===== src/rtl/wb_hb_arbiter.sv =====
// wb_hb_arbiter: round-robin Wishbone arbiter with cycle-long ownership lock
// and a watchdog that aborts a transaction the slave never acknowledges.
module wb_hb_arbiter #(
    parameter int NUM_MASTERS = 2,
    parameter int ADDR_W      = 16,
    parameter int DATA_W      = 16,
    parameter int TIMEOUT     = 255
) (
    input  logic                          clk,
    input  logic                          rst,
    input  logic [NUM_MASTERS-1:0]        m_cyc,
    input  logic [NUM_MASTERS-1:0]        m_stb,
    input  logic [NUM_MASTERS-1:0]        m_we,
    input  logic [NUM_MASTERS*ADDR_W-1:0] m_addr,
    input  logic [NUM_MASTERS*DATA_W-1:0] m_wrData,
    output logic [NUM_MASTERS-1:0]        m_ack,
    output logic [NUM_MASTERS-1:0]        m_err,
    output logic [DATA_W-1:0]             m_rdData,
    output logic [NUM_MASTERS-1:0]        grant,
    output logic                          s_cyc,
    output logic                          s_stb,
    output logic                          s_we,
    output logic [ADDR_W-1:0]             s_addr,
    output logic [DATA_W-1:0]             s_wrData,
    input  logic                          s_ack,
    input  logic [DATA_W-1:0]             s_rdData
);
    localparam int PW = $clog2(NUM_MASTERS);
    localparam int CW = (TIMEOUT > 0) ? $clog2(TIMEOUT + 1) : 1;
    localparam logic [CW-1:0] WD_LAST = CW'((TIMEOUT > 0) ? TIMEOUT - 1 : 0);

    typedef enum logic [1:0] {IDLE, BUSY, ABORT} state_t;

    state_t                 r_state;
    logic [NUM_MASTERS-1:0] r_grant;
    logic [NUM_MASTERS-1:0] r_err;
    logic [PW-1:0]          r_ptr;
    logic [PW-1:0]          r_g;
    logic [CW-1:0]          r_wd;

    logic [PW-1:0] w_pick;
    logic          w_found;
    logic          w_busy;
    logic          w_own;
    logic          w_hit;
    logic [PW-1:0] w_next;

    always_comb begin
        w_pick  = '0;
        w_found = 1'b0;
        for (int k = NUM_MASTERS - 1; k >= 0; k--) begin
            if (m_cyc[(int'(r_ptr) + k) % NUM_MASTERS]) begin
                w_found = 1'b1;
                w_pick  = PW'((int'(r_ptr) + k) % NUM_MASTERS);
            end
        end
    end

    assign w_busy   = (r_state == BUSY);
    assign w_own    = |r_grant;
    assign w_next   = (r_g == PW'(NUM_MASTERS - 1)) ? '0 : r_g + 1'b1;
    assign s_cyc    = w_busy & m_cyc[r_g];
    assign s_stb    = w_busy & m_stb[r_g];
    assign s_we     = w_own & m_we[r_g];
    assign s_addr   = w_own ? m_addr[r_g*ADDR_W +: ADDR_W] : '0;
    assign s_wrData = w_own ? m_wrData[r_g*DATA_W +: DATA_W] : '0;
    // Once the abort pulse is out, a late ack must not reach the master.
    assign m_ack    = (w_busy && !(|r_err) && s_ack && m_stb[r_g]) ? r_grant : '0;
    assign m_err    = r_err;
    assign m_rdData = rst ? s_rdData : '0;
    assign grant    = r_grant;
    assign w_hit    = (TIMEOUT != 0) && s_stb && !s_ack && (r_wd == WD_LAST);

    always_ff @(posedge clk or negedge rst) begin
        if (!rst) begin
            r_state <= IDLE;
            r_grant <= '0;
            r_err   <= '0;
            r_ptr   <= '0;
            r_g     <= '0;
            r_wd    <= '0;
        end else begin
            case (r_state)
                IDLE: begin
                    if (w_found) begin
                        r_state <= BUSY;
                        r_g     <= w_pick;
                        r_grant <= NUM_MASTERS'(1) << w_pick;
                    end
                end
                BUSY: begin
                    if (!m_cyc[r_g]) begin
                        r_state <= IDLE;
                        r_grant <= '0;
                        r_err   <= '0;
                        r_ptr   <= w_next;
                        r_wd    <= '0;
                    end else if (|r_err) begin
                        r_state <= ABORT;
                        r_err   <= '0;
                        r_wd    <= '0;
                    end else if (w_hit) begin
                        r_err   <= r_grant;
                        r_wd    <= r_wd + 1'b1;
                    end else begin
                        r_wd    <= (s_stb && !s_ack) ? r_wd + 1'b1 : '0;
                    end
                end
                ABORT: begin
                    if (!m_cyc[r_g]) begin
                        r_state <= IDLE;
                        r_grant <= '0;
                        r_ptr   <= w_next;
                    end
                end
                default: r_state <= IDLE;
            endcase
        end
    end
endmodule

===== config.mk =====
export PLATFORM = sky130hd
export DESIGN_NAME = wb_hb_arbiter
export DESIGN_NICKNAME = d
export VERILOG_FILES = /design/src/rtl/wb_hb_arbiter.sv
export SDC_FILE = /design/constraint.sdc
export NUM_CORES = 1
export LEC_CHECK = 0
export BUFFER_PORTS_ARGS = -buffer_cell sky130_fd_sc_hd__clkbuf_2
export CAP_MARGIN = 25
export CELL_PAD_IN_SITES_DETAIL_PLACEMENT = 1
export CELL_PAD_IN_SITES_GLOBAL_PLACEMENT = 2
export CORE_MARGIN = 2
export CORE_UTILIZATION = 17
export DETAILED_ROUTE_END_ITERATION = 8
export PLACE_DENSITY = 0.8
export SYNTH_ARGS = -nofsm -noshare
export SYNTH_HDL_FRONTEND = slang
export SYNTH_SLANG_ARGS = --single-unit
export TNS_END_PERCENT = 10

===== constraint.sdc =====
create_clock -name clk -period 2.6 [get_ports clk]
set_clock_uncertainty 0.05 [all_clocks]
set_input_delay 0.26 -clock clk [delete_from_list [all_inputs] [get_ports clk]]
set_output_delay 0.26 -clock clk [all_outputs]
set_load 0.005 [all_outputs]

Yosys cells after proc, flatten, opt, wreduce, memory -nomap -nowiden
Cells that the tools add are included.
{"block": "word_totals", "regBits": 16, "in_bits": 89, "out_inout_bits": 57, "elab_cells": 79}
{"block": "op_classes", "n_addsub": 3, "magnitude_cmp": 3, "n_eq_ne": 8, "shifts": 3, "n_mux": 34, "bitwise_logic": 5, "n_reduce_logical": 17}
{"op": "$shiftx A32 B6 Y16", "count": 2}
{"op": "$mux W16", "count": 3}
{"op": "$mux W8", "count": 4}
{"op": "$mux W2", "count": 9}
{"op": "$mux W1", "count": 16}
{"op": "$add A8 B1 Y8 const B", "count": 1}
{"op": "$eq A8 B8 Y1 const B", "count": 1}
{"op": "$ne A2 B2 Y1 const B", "count": 3}
{"op": "$ne A3 B2 Y1 const B", "count": 2}
{"op": "$pmux W2 S3", "count": 1}
{"op": "$reduce_and A2 Y1", "count": 3}
{"op": "$reduce_and A3 Y1", "count": 2}
{"op": "$reduce_or A2 Y1", "count": 3}
{"op": "$logic_and A1 B1 Y1", "count": 5}
{"op": "$lt A1 B2 Y1 const B", "count": 2}
{"op": "$pmux W2 S2", "count": 1}
{"op": "$and A1 B1 Y1", "count": 3}
{"op": "$lt A2 B3 Y1 const B", "count": 1}
{"op": "$add A1 B1 Y1 const B", "count": 2}
{"op": "$eq A2 B1 Y1 const B", "count": 1}
{"op": "$eq A2 B2 Y1 const B", "count": 1}
{"op": "$logic_not A1 Y1", "count": 2}
{"op": "$logic_not A2 Y1", "count": 1}
{"op": "$reduce_bool A2 Y1", "count": 1}
{"op": "other kinds (3)", "count": 3}

Depth between registers and ports, before layout
{"block": "logic_depth", "word_depth": 10, "mapped_depth": 8, "ltp_nobuf": 6}

Worst setup path before layout
OpenSTA, ideal clock, no wires.
{"block": "synth_path", "path_kind": "register to register", "startpoint": "register r_state[1]", "endpoint": "register r_err[0], in the netlist m_err[0]", "setup_time_ns": 0.066, "t_arrival_ns": 1.989, "required_ns": 2.484, "setup_slack_ns": 0.495, "path_stages_with_launch": 8, "path_buffers": 1, "synth_period_minus_slack_ns": 2.105, "path_cell_list": "dfrtp_1 > inv_1 > ha_1 > buf_4 > or3b_1 > or4_4 > nor4_2 > a22o_1"}
{"block": "synth_between", "elab_chain_cells": 6}
{"element": "start: declaration", "line": "34", "source": "state_t r_state;"}
{"element": "start signal: assignment", "line": "76", "source": "r_state <= IDLE;"}
{"element": "start signal: assignment", "line": "86", "source": "r_state <= BUSY;"}
{"element": "start signal: assignment", "line": "93", "source": "r_state <= IDLE;"}
{"element": "$eq A2 B1 Y1 (*)", "line": "59, 83"}
{"element": "$and A1 B1 Y1", "line": "63", "source": "assign s_stb = w_busy & m_stb[r_g];"}
{"element": "$logic_and A1 B1 Y1 (2 in series)", "line": "72", "source": "assign w_hit = (TIMEOUT != 0) && s_stb && !s_ack && (r_wd == WD_LAST);"}
{"element": "$ne A3 B2 Y1 (no line)"}
{"element": "$reduce_and A2 Y1 (no line) (*)"}
{"element": "end signal: assignment", "line": "103", "source": "r_err <= r_grant;"}
{"element": "end: declaration", "line": "36", "source": "logic [NUM_MASTERS-1:0] r_err;"}
Every way passes the cells marked *; elsewhere a longest branch is shown, timed or not.
A chain may end at the register's enable or synchronous reset.

Worst setup path after layout
{"block": "layout_path", "startpoint": "register r_state[1]", "endpoint": "register r_err[1], in the netlist m_err[1]"}
Same word-level chain as after synthesis.

==> results.yml <==
yosys:
  ys_seq_area_frac: 0.262
  synthDistinctLibCells: 35
  synth.area.top_cells: "dfrtp_1 (26%), mux2i_1 (22%), nor2_1 (10%)"
  syn_inst: 188
  yosysTopAreaCell: "dfrtp_1"
  synthesis.nets: 282
  synth_area_per_cell_um2: 8.13
  syn_area_um2: 1530
  yosysWarnings: 0
  ys_ff_latch: 16
  yosys.area.top_type_share: 0.262
place:
  port_buffers: 145
  dpl.hpwl_um: 5040
  gp_congestion: 0.725
  dpl_cell_area_um2: 2380
die:
  start_util: 0.175
  fp.dieArea_um2: 9760
  die_x_um: 98.8
  io_pins: 146
  rows: 34
  coreArea_um2: 8720
  die_h_um: 98.8
routing:
  drc_errors: 0
  routed_via_density: 4.36
  wl_um: 5870
  vias: 1922
  initialDrtViolationCount: 28
  routedWlPerCell_um: 13.3
  first_pass_iters: 5
  ant_nets: 0
power_and_ir_drop:
  clockPowerShare: 0.113
  ir_drop_v: 0.000499
  pwr-share-seq: 0.200
  switchingPower_w: 0.000806
  p_per_area_nw_per_um2: 735
  swShare: 0.452
  total_leakage_power_nw: 1.39
  p_int_w: 0.000979
  comb_power_share: 0.687
timing:
  finalMaxSlewViolations: 0
  tns_ps: 0
  hold_viol: 0
  post-route-period-util: 0.831
  fmax_ghz: 0.463
  rsz0062_at_grt: "no"
  finalSetupViolCount: 0
  tightest_slew_ps: 458
  slew_headroom: 0.693
  period_minus_slack_ps: 2160
grt:
  first_global_vias: 1945
  overflow: 0
  antenna_found_initial: 0
  grt_max_degree: 34
  grtUsageTotal: 0.115
  grt_first_pass_wirelength_um: 9280
clocking:
  h-tree-depth: 1
  cts.sinks: 16
  cts_buffers: 3
  cts_tree: "done"
  cts_hold_buf: 0
  cts_setup_buffers: 0
  clock_path_buffers: 2
  cts_root_buffer: "clkbuf_8"
  cts_resized: 0
  path_clk_slew_ps: 70
  clock_latency_ps: 250
setup_path:
  end_kind: "register"
  reg2reg_to: "m_err[1]"
  r2r.worst_path.cells: 6
  cp-start-kind: "register"
  r2r_slack_ps: 440
  crit_arrival_ps: 2300
  crit_type: "register to register"
  crit_required_ps: 2740
  reg2reg_from: "r_state[1]"
  critPathMaxFanout: 4
finish:
  synthToLayoutAreaGrowth_pct: 59.0
  nNetsFinal: 428
  n_antenna_cell: 0
  stdcell_area_um2: 2430
  layout-drive-gt1-share: 0.483
hold_path:
  hold_class: "primary input to async pin"
flow_run:
  drv_cap: 0
outcome:
  status: "complete, no violations"
-- cells in the mapped netlist --
library cell and instances:
buf_1 2, mux2i_4 1, dfrtp_1 16, ha_1 5, and2_1 16, mux2i_1 34, and3_1 3, a41o_1 1
nand2_1 5, a22o_1 3, o41ai_1 1, o2bb2ai_1 1, nor3b_1 1, clkbuf_1 5, nand2b_1 3, a31oi_1 6
nor4_2 1, o21a_1 1, a41oi_1 1, buf_8 1, buf_4 1, a211oi_1 1, or3b_1 1, inv_1 8
mux2_2 2, nor4_1 1, nand3_1 4, a21oi_1 9, nor2_1 41, nand4_1 1, o21ai_0 8, buf_2 1
nor2b_1 1, or4_4 1, or3_1 1
-- state kept, by name, summed over array words and instances (netlist names) --
register  cells
grant         2
r_state       2
m_err         2
r_g           1
r_ptr         1
r_wd          8
-- worst max path at each step --
stage / to / slack [ps] / from / cells after the start
final: m_err[1] / 440 / r_state[1] / 6
after detailed placement: m_err[1] / 450 / r_state[1] / 6
after CTS: m_err[1] / 430 / r_state[1] / 6
after global placement: m_err[1] / 510 / r_state[1] / 6
after global routing: m_err[1] / 310 / r_state[1] / 6
after floorplan: m_err[0] / 490 / r_state[1] / 7
-- cell type report --
class	instances	area, um^2
sequential	16	402
multi-input combinational	154	1050
timing repair buffer	151	771
tap	108	135
clock buffer	4	45.0
fill	1110	6290
inverter	8	30.0
-- layer usage --
layer / GRT usage / vias to the layer above / part of all wire
met5: 0 / - / 0
met4: 0.0148 / 0 / 0.0024
li1: - / 945 / -
met2: 0.212 / 93 / 0.52
met3: 0.0270 / 2 / 0.074
met1: 0.140 / 882 / 0.40
-- kinds of logic (layout without fill, tap and decap cells) --
kind of cell	count (synthesis)	after routing	synth area share
AO/OA/AOI/OAI	32	32	0.131
adder cells (fa/ha/maj)	5	5	0.0410
buffers and inverters	18	163	0.0549
flip-flops	16	16	0.262
multiplexers	37	37	0.252
AND/OR/NAND/NOR	80	80	0.259
-- worst max-delay path, stage by stage, from the launching register on --
cell and delay (ps):
dfrtp_1 410, inv_1 90, ha_1 160, or3b_1 410
or4_4 450, nor4_2 360, a22o_1 180
-- cells in the final DEF, fill, tap and decap left out, types with 2 or more instances in the layout --
cell type,count
and3_1,3
a22o_1,3
inv_1,8
o21ai_0,8
buf_4,6
nand3_1,4
a31oi_1,6
a21oi_1,9
mux2_2,2
dfrtp_1,15
nand2b_1,3
clkbuf_2,145
clkbuf_8,3
nand2_1,5
mux2i_1,34
nor2_1,40
and2_1,16
ha_1,5
-- metrics by stage --
stage               std cells  setup slack (ps)  power [W]  hold slack [ps]   util
floorplan                 188               495    0.00112            -85.6      -
global placement          437               508    0.00158              432  0.273
detailed placement        437               448    0.00161              454  0.273
CTS                       441               433    0.00182              177  0.278
global route              441               305    0.00196              207  0.278
finish                    441               440    0.00178              139  0.278
-- power groups by stage --
stage	Clock (W)	Combinational [W]	Sequential (W)
after global routing	0.000218	0.00138	0.000368
after global placement	0	0.00122	0.000361
after CTS	0.000208	0.00125	0.000358
after floorplan	0	0.000786	0.000335
after detailed placement	0	0.00125	0.000363
final	0.000201	0.00123	0.000357
(Power assumes the default switching activity.)
